`config.mk`:
```
export PLATFORM = sky130hd
export DESIGN_NAME = mult_div_unit
export DESIGN_NICKNAME = d
export VERILOG_FILES = /design/src/rtl/mult_div_unit.sv
export SDC_FILE = /design/constraint.sdc
export NUM_CORES = 1
export LEC_CHECK = 0
export BUFFER_PORTS_ARGS = -buffer_cell sky130_fd_sc_hd__buf_2
export CORE_ASPECT_RATIO = 0.9
export CORE_MARGIN = 8
export CORE_UTILIZATION = 35
export DETAILED_ROUTE_END_ITERATION = 10
export SLEW_MARGIN = 5
export SYNTH_ARGS = -nofsm -noshare
export SYNTH_HDL_FRONTEND = slang
export SYNTH_SLANG_ARGS = --single-unit
```
`constraint.sdc`:
```
create_clock -name clock -period 4.89 [get_ports clock]
set_clock_uncertainty 0.05 [all_clocks]
set_input_delay 0.978 -clock clock [delete_from_list [all_inputs] [get_ports clock]]
set_output_delay 0.978 -clock clock [all_outputs]
set_load 0.01 [all_outputs]
```
`src/rtl/mult_div_unit.sv`:
```
// Sequential signed 32x32 multiply (radix-2 Booth) and divide (restoring, sign-fixed) unit.
// Latency: 33 cycles from accepting edge to done (1 cycle for divide-by-zero); 35-cycle repeat rate.
// Backpressure: none; start is only sampled in IDLE and ignored while busy is high.
module mult_div_unit (
    input  logic        clock,
    input  logic        reset,
    input  logic        start,
    input  logic        op,
    input  logic [31:0] src_a,
    input  logic [31:0] src_b,
    output logic        busy,
    output logic        done,
    output logic        div_zero,
    output logic [31:0] hi_out,
    output logic [31:0] lo_out
);

    typedef enum logic [1:0] {IDLE, RUN, FIX, DONE} state_t;

    state_t      state_q, state_d;
    logic [4:0]  cnt_q, cnt_d;
    logic        op_q, op_d;        // 0 = MULT, 1 = DIV
    logic        qneg_q, qneg_d;    // quotient must be negated
    logic        rneg_q, rneg_d;    // remainder must be negated (dividend < 0)
    logic        dz_q, dz_d;        // operation in flight is a divide by zero
    logic [31:0] m_q, m_d;          // multiplicand, or |divisor|
    logic [31:0] acc_q, acc_d;      // Booth accumulator, or partial remainder
    logic [31:0] mq_q, mq_d;        // multiplier/product low, or dividend/quotient
    logic        q1_q, q1_d;        // Booth q-1 bit
    logic        busy_q, busy_d;
    logic        done_q, done_d;
    logic        dzo_q, dzo_d;
    logic [31:0] hi_q, hi_d;
    logic [31:0] lo_q, lo_d;

    logic [31:0] abs_a, abs_b;
    logic [32:0] booth_sum;
    logic [32:0] div_shift, div_trial;

    // Next-state, datapath iteration and registered-output computation
    always_comb begin
        state_d = state_q;
        cnt_d   = cnt_q;
        op_d    = op_q;
        qneg_d  = qneg_q;
        rneg_d  = rneg_q;
        dz_d    = dz_q;
        m_d     = m_q;
        acc_d   = acc_q;
        mq_d    = mq_q;
        q1_d    = q1_q;
        busy_d  = busy_q;
        done_d  = 1'b0;
        dzo_d   = 1'b0;
        hi_d    = hi_q;
        lo_d    = lo_q;

        abs_a = src_a[31] ? (32'd0 - src_a) : src_a;
        abs_b = src_b[31] ? (32'd0 - src_b) : src_b;

        // 33-bit add/sub keeps the INT_MIN multiplicand from overflowing the accumulator
        booth_sum = {acc_q[31], acc_q};
        case ({mq_q[0], q1_q})
            2'b01:   booth_sum = {acc_q[31], acc_q} + {m_q[31], m_q};
            2'b10:   booth_sum = {acc_q[31], acc_q} - {m_q[31], m_q};
            default: booth_sum = {acc_q[31], acc_q};
        endcase

        // Partial remainder stays below |divisor| <= 2^31, so the shifted value fits 32 bits
        div_shift = {acc_q, mq_q[31]};
        div_trial = div_shift - {1'b0, m_q};

        case (state_q)
            IDLE: begin
                if (start) begin
                    busy_d = 1'b1;
                    op_d   = op;
                    cnt_d  = 5'd0;
                    acc_d  = 32'd0;
                    q1_d   = 1'b0;
                    qneg_d = src_a[31] ^ src_b[31];
                    rneg_d = src_a[31];
                    dz_d   = op && (src_b == 32'd0);
                    if (op) begin
                        m_d  = abs_b;
                        mq_d = abs_a;
                    end else begin
                        m_d  = src_a;
                        mq_d = src_b;
                    end
                    // Divide by zero skips the iterations; FIX suppresses the result load
                    state_d = (op && (src_b == 32'd0)) ? FIX : RUN;
                end
            end
            RUN: begin
                if (op_q) begin
                    acc_d = div_trial[32] ? div_shift[31:0] : div_trial[31:0];
                    mq_d  = {mq_q[30:0], ~div_trial[32]};
                end else begin
                    acc_d = booth_sum[32:1];
                    mq_d  = {booth_sum[0], mq_q[31:1]};
                    q1_d  = mq_q[0];
                end
                cnt_d = cnt_q + 5'd1;
                if (cnt_q == 5'd31) begin
                    state_d = FIX;
                end
            end
            FIX: begin
                done_d = 1'b1;
                dzo_d  = dz_q;
                if (!dz_q) begin
                    hi_d = (op_q && rneg_q) ? (32'd0 - acc_q) : acc_q;
                    lo_d = (op_q && qneg_q) ? (32'd0 - mq_q) : mq_q;
                end
                state_d = DONE;
            end
            DONE: begin
                busy_d  = 1'b0;
                state_d = IDLE;
            end
            default: state_d = IDLE;
        endcase
    end

    // State, datapath and output registers; reset clears everything including results
    always_ff @(posedge clock or negedge reset) begin
        if (!reset) begin
            state_q <= IDLE;
            cnt_q   <= 5'd0;
            op_q    <= 1'b0;
            qneg_q  <= 1'b0;
            rneg_q  <= 1'b0;
            dz_q    <= 1'b0;
            m_q     <= 32'd0;
            acc_q   <= 32'd0;
            mq_q    <= 32'd0;
            q1_q    <= 1'b0;
            busy_q  <= 1'b0;
            done_q  <= 1'b0;
            dzo_q   <= 1'b0;
            hi_q    <= 32'd0;
            lo_q    <= 32'd0;
        end else begin
            state_q <= state_d;
            cnt_q   <= cnt_d;
            op_q    <= op_d;
            qneg_q  <= qneg_d;
            rneg_q  <= rneg_d;
            dz_q    <= dz_d;
            m_q     <= m_d;
            acc_q   <= acc_d;
            mq_q    <= mq_d;
            q1_q    <= q1_d;
            busy_q  <= busy_d;
            done_q  <= done_d;
            dzo_q   <= dzo_d;
            hi_q    <= hi_d;
            lo_q    <= lo_d;
        end
    end

    assign busy     = busy_q;
    assign done     = done_q;
    assign div_zero = dzo_q;
    assign hi_out   = hi_q;
    assign lo_out   = lo_q;

endmodule

```
==> flow_summary_export.csv <==
group,metric,value,unit
timing,period_minus_slack,4720,ps
final_layout,fin_nets,2258,
timing,max_freq,212,MHz
critical_path,start_kind,"register",
clock_network,ctsHtreeMaxLevel,4,
die,start_util,0.352,
logic_synthesis,synth-seq-area-share,0.284,
clock_network,root_buffer,"clkbuf_16",
run_status,status,"finished, final reports clean",
clock_network,clk_pin_slew,70,ps
final_layout,layout_commonest_cell,"nand2_1",
clock_network,cts_buffers,17,
pwr,sw_frac_of_total,0.525,
clock_network,insertion_delay,480,ps
clock_network,cts.hold.buffers_added,0,
final_layout,multi_input_area,10500,um^2
critical_path,cp.arrival,5010,ps
clock_network,cts.sinks,175,
logic_synthesis,synth_nets,2154,
critical_path,required,5190,ps
die,core,43800,um^2
placement,gp_congestion,0.922,
routing,wl_per_cell,20.2,um
logic_synthesis,synth_warnings,0,
logic_synthesis,ys_ff_latch,175,
logic_synthesis,synth_flop_cell,"dfrtp_1",
timing,timing.final.crit_share,0.965,
global_routing,grt_max_degree,129,
final_layout,syn2layout_area_growth,14.7,%
die,dieArea,51100,um^2
logic_synthesis,avgSynthCellArea,7.69,um^2
logic_synthesis,postSynth.asyncResetShare,1.00,
pwr,p_leak,7.85,nW
final_layout,seqCellArea,4380,um^2
global_routing,antenna_found_initial,6,
critical_path,path_class,"register to register",
global_routing,grt_overflow,0,
critical_path,crit_fanout,4,
routing,drtAntennaViolNets,0,
pwr,p_seq_frac,0.210,
routing,vias_per_cell,5.71,
logic_synthesis,synthCells,2007,
global_routing,grt_usage,0.208,
pwr,combPwrFrac,0.684,
pwr,power_density,770,nW/um^2
logic_synthesis,synth-edff-count,0,
clock_network,cts_tree,"done",
clock_network,cts_max_path_buffers,2,
routing,dr.pass1.iters,6,
pwr,vdd_drop_max,0.443,mV
global_routing,grt_pass1_wl,84600,um
pwr,p_sw,7.16,mW
logic_synthesis,syn_area,15400,um^2
placement,io_buffer_count,134,
pwr,internal_power,6.47,mW
run,cap_violations,0,
pwr,p_total,13.6,mW
placement,hpwlAfterDp,42200,um
timing,worst_slew_margin_rel,0.267,
min_path,hp-class,"register to register",
routing,drt_wl_total,54400,um
die,io-pin-count,135,
timing,setup_viol,0,
routing,drc,0,
global_routing,grt_pass1_vias,14500,
routing,via_count,15400,
final_layout,layout_common_cells,"nand2_1 (278), o21ai_0 (252), dfrtp_1 (174)",
die,die_x,237,um
timing,worst_pin_slew,1100,ps
pwr,clkPwrFrac,0.106,
final_layout,nFillCells,4536,
die,dieHeight,215,um
routing,drt_iter0_markers,1616,
logic_synthesis,synth_cell_type_count,79,
final_layout,final_core_util,0.404,
timing,hold_viol_final,0,
critical_path,critPathCaptureType,"register",
final_layout,drive_gt1_frac,0.145,
die,fp-row-count,73,
timing,drv_slew,0,
## through the flow
stage	worst slack, ps	area, um^2	std cells	hold slack (ps)	setup TNS, ps
after detailed placement	-81.2	16900	2650	415	-159
after CTS	13.1	17500	2683	431	0
after global routing	-15.4	17700	2688	451	-15.4
final	174	17700	2691	422	0
after global placement	-47.1	16900	2650	406	-47.1
after floorplan	153	15400	2007	404	0
## routing by layer
layer	vias to the layer above	part of all wire	routed length, um	GRT usage
met5	-	0.00064	35	0
met4	6	0.015	804	0.0515
met3	60	0.070	3830	0.0356
met2	550	0.44	24200	0.318
met1	7343	0.47	25600	0.300
li1	7396	-	-	-
## state kept, by name, indices dropped and copies added (netlist names)
signal,cells
acc_q,32
done,1
mq_q,32
qneg_q,1
dz_q,1
rneg_q,1
div_zero,1
state_q,2
q1_q,1
m_q,32
op_q,1
lo_out,32
cnt_q,5
busy,1
hi_out,32
## final cells by class
cell class              count  share of cell area
clock inverters            15             0.00961
repair buffers            211              0.0719
flip-flops and latches    175               0.247
multi-input cells        1634               0.592
inverters                  72              0.0153
clock buffers              17              0.0240
diodes                      5            0.000706
well taps                 562              0.0397
## cell usage after synthesis (all sizes together), types with 5 or more instances
cell type	instances	area, um^2
a2111oi	5	43.8
a211o	5	43.8
a211oi	21	158
a21o	37	278
a21oi	156	781
a221o	6	60.1
a22oi	12	90.1
a31oi	17	106
a32o	5	50.1
a41o	5	50.1
a41oi	5	43.8
and2	9	56.3
and3	8	50.1
buf	24	104
clkbuf	102	383
dfrtp	175	4380
ha	77	963
inv	72	270
mux2	8	90.1
mux2i	37	370
nand2	280	1050
nand2b	19	126
nand3	27	135
nand4	9	56.3
nor2	150	563
nor2b	12	75.1
nor3	48	245
nor3b	5	37.5
nor4	16	106
o211ai	20	150
o21a	12	90.1
o21ai	259	1300
o21bai	9	67.6
o22ai	10	62.6
o311ai	5	43.8
o31ai	32	245
o41ai	16	174
or2	9	56.3
or3	18	118
or4	16	146
xnor2	104	911
xor2	102	893
## logic make-up (layout without fill, tap and decap cells)
logic type,Yosys count,after routing,share of synthesized area
compound gates,670,670,0.268
mux,45,45,0.0298
simple gates,634,634,0.187
other cells,0,5,0
fa+ha+maj,79,79,0.0650
buf+inv,198,315,0.0490
flops,175,175,0.284
xor+xnor,206,206,0.117
## power by group through the flow
stage	clock network (mW)	registers, mW	logic [mW]
floorplan	0	2.65	6.37
global placement	0	2.86	8.93
detailed placement	0	2.88	8.99
CTS	1.48	2.85	9.05
global route	1.52	2.95	10.3
finish	1.44	2.86	9.33
## worst paths after layout
check	cells past startpoint	to	slack, ps	from
hold reg to reg	2	hi_out[4]	420	hi_out[4]
setup / recovery	20	acc_q[30]	170	m_q[5]
hold / removal	2	hi_out[4]	420	hi_out[4]
setup reg to reg	20	acc_q[30]	170	m_q[5]
max in group asynchronous	2	hi_out[31]	3250	reset
min in group asynchronous	1	m_q[9]	540	reset
## worst max-delay path: stages (launching register included)
cell,delay (ps)
dfrtp_1,390
or4_4,540
or2_4,250
nand3b_1,200
nor2_2,170
nand2_2,70
or4_4,430
or3_4,380
nor2b_2,170
xnor2_1,130
ha_1,370
buf_6,150
inv_1,60
o21bai_1,70
a21oi_1,170
o31ai_2,100
a211o_1,330
a31oi_2,170
mux2i_1,190
nand3_1,80
a21boi_0,130
## timing repair
action,4_1_cts,5_1_grt
gates cloned,0,0
pin swaps,4,23
setup buffers,1,3
setup endpoints to repair,5,10
resized for setup,5,32
(Power assumes the default switching activity.)
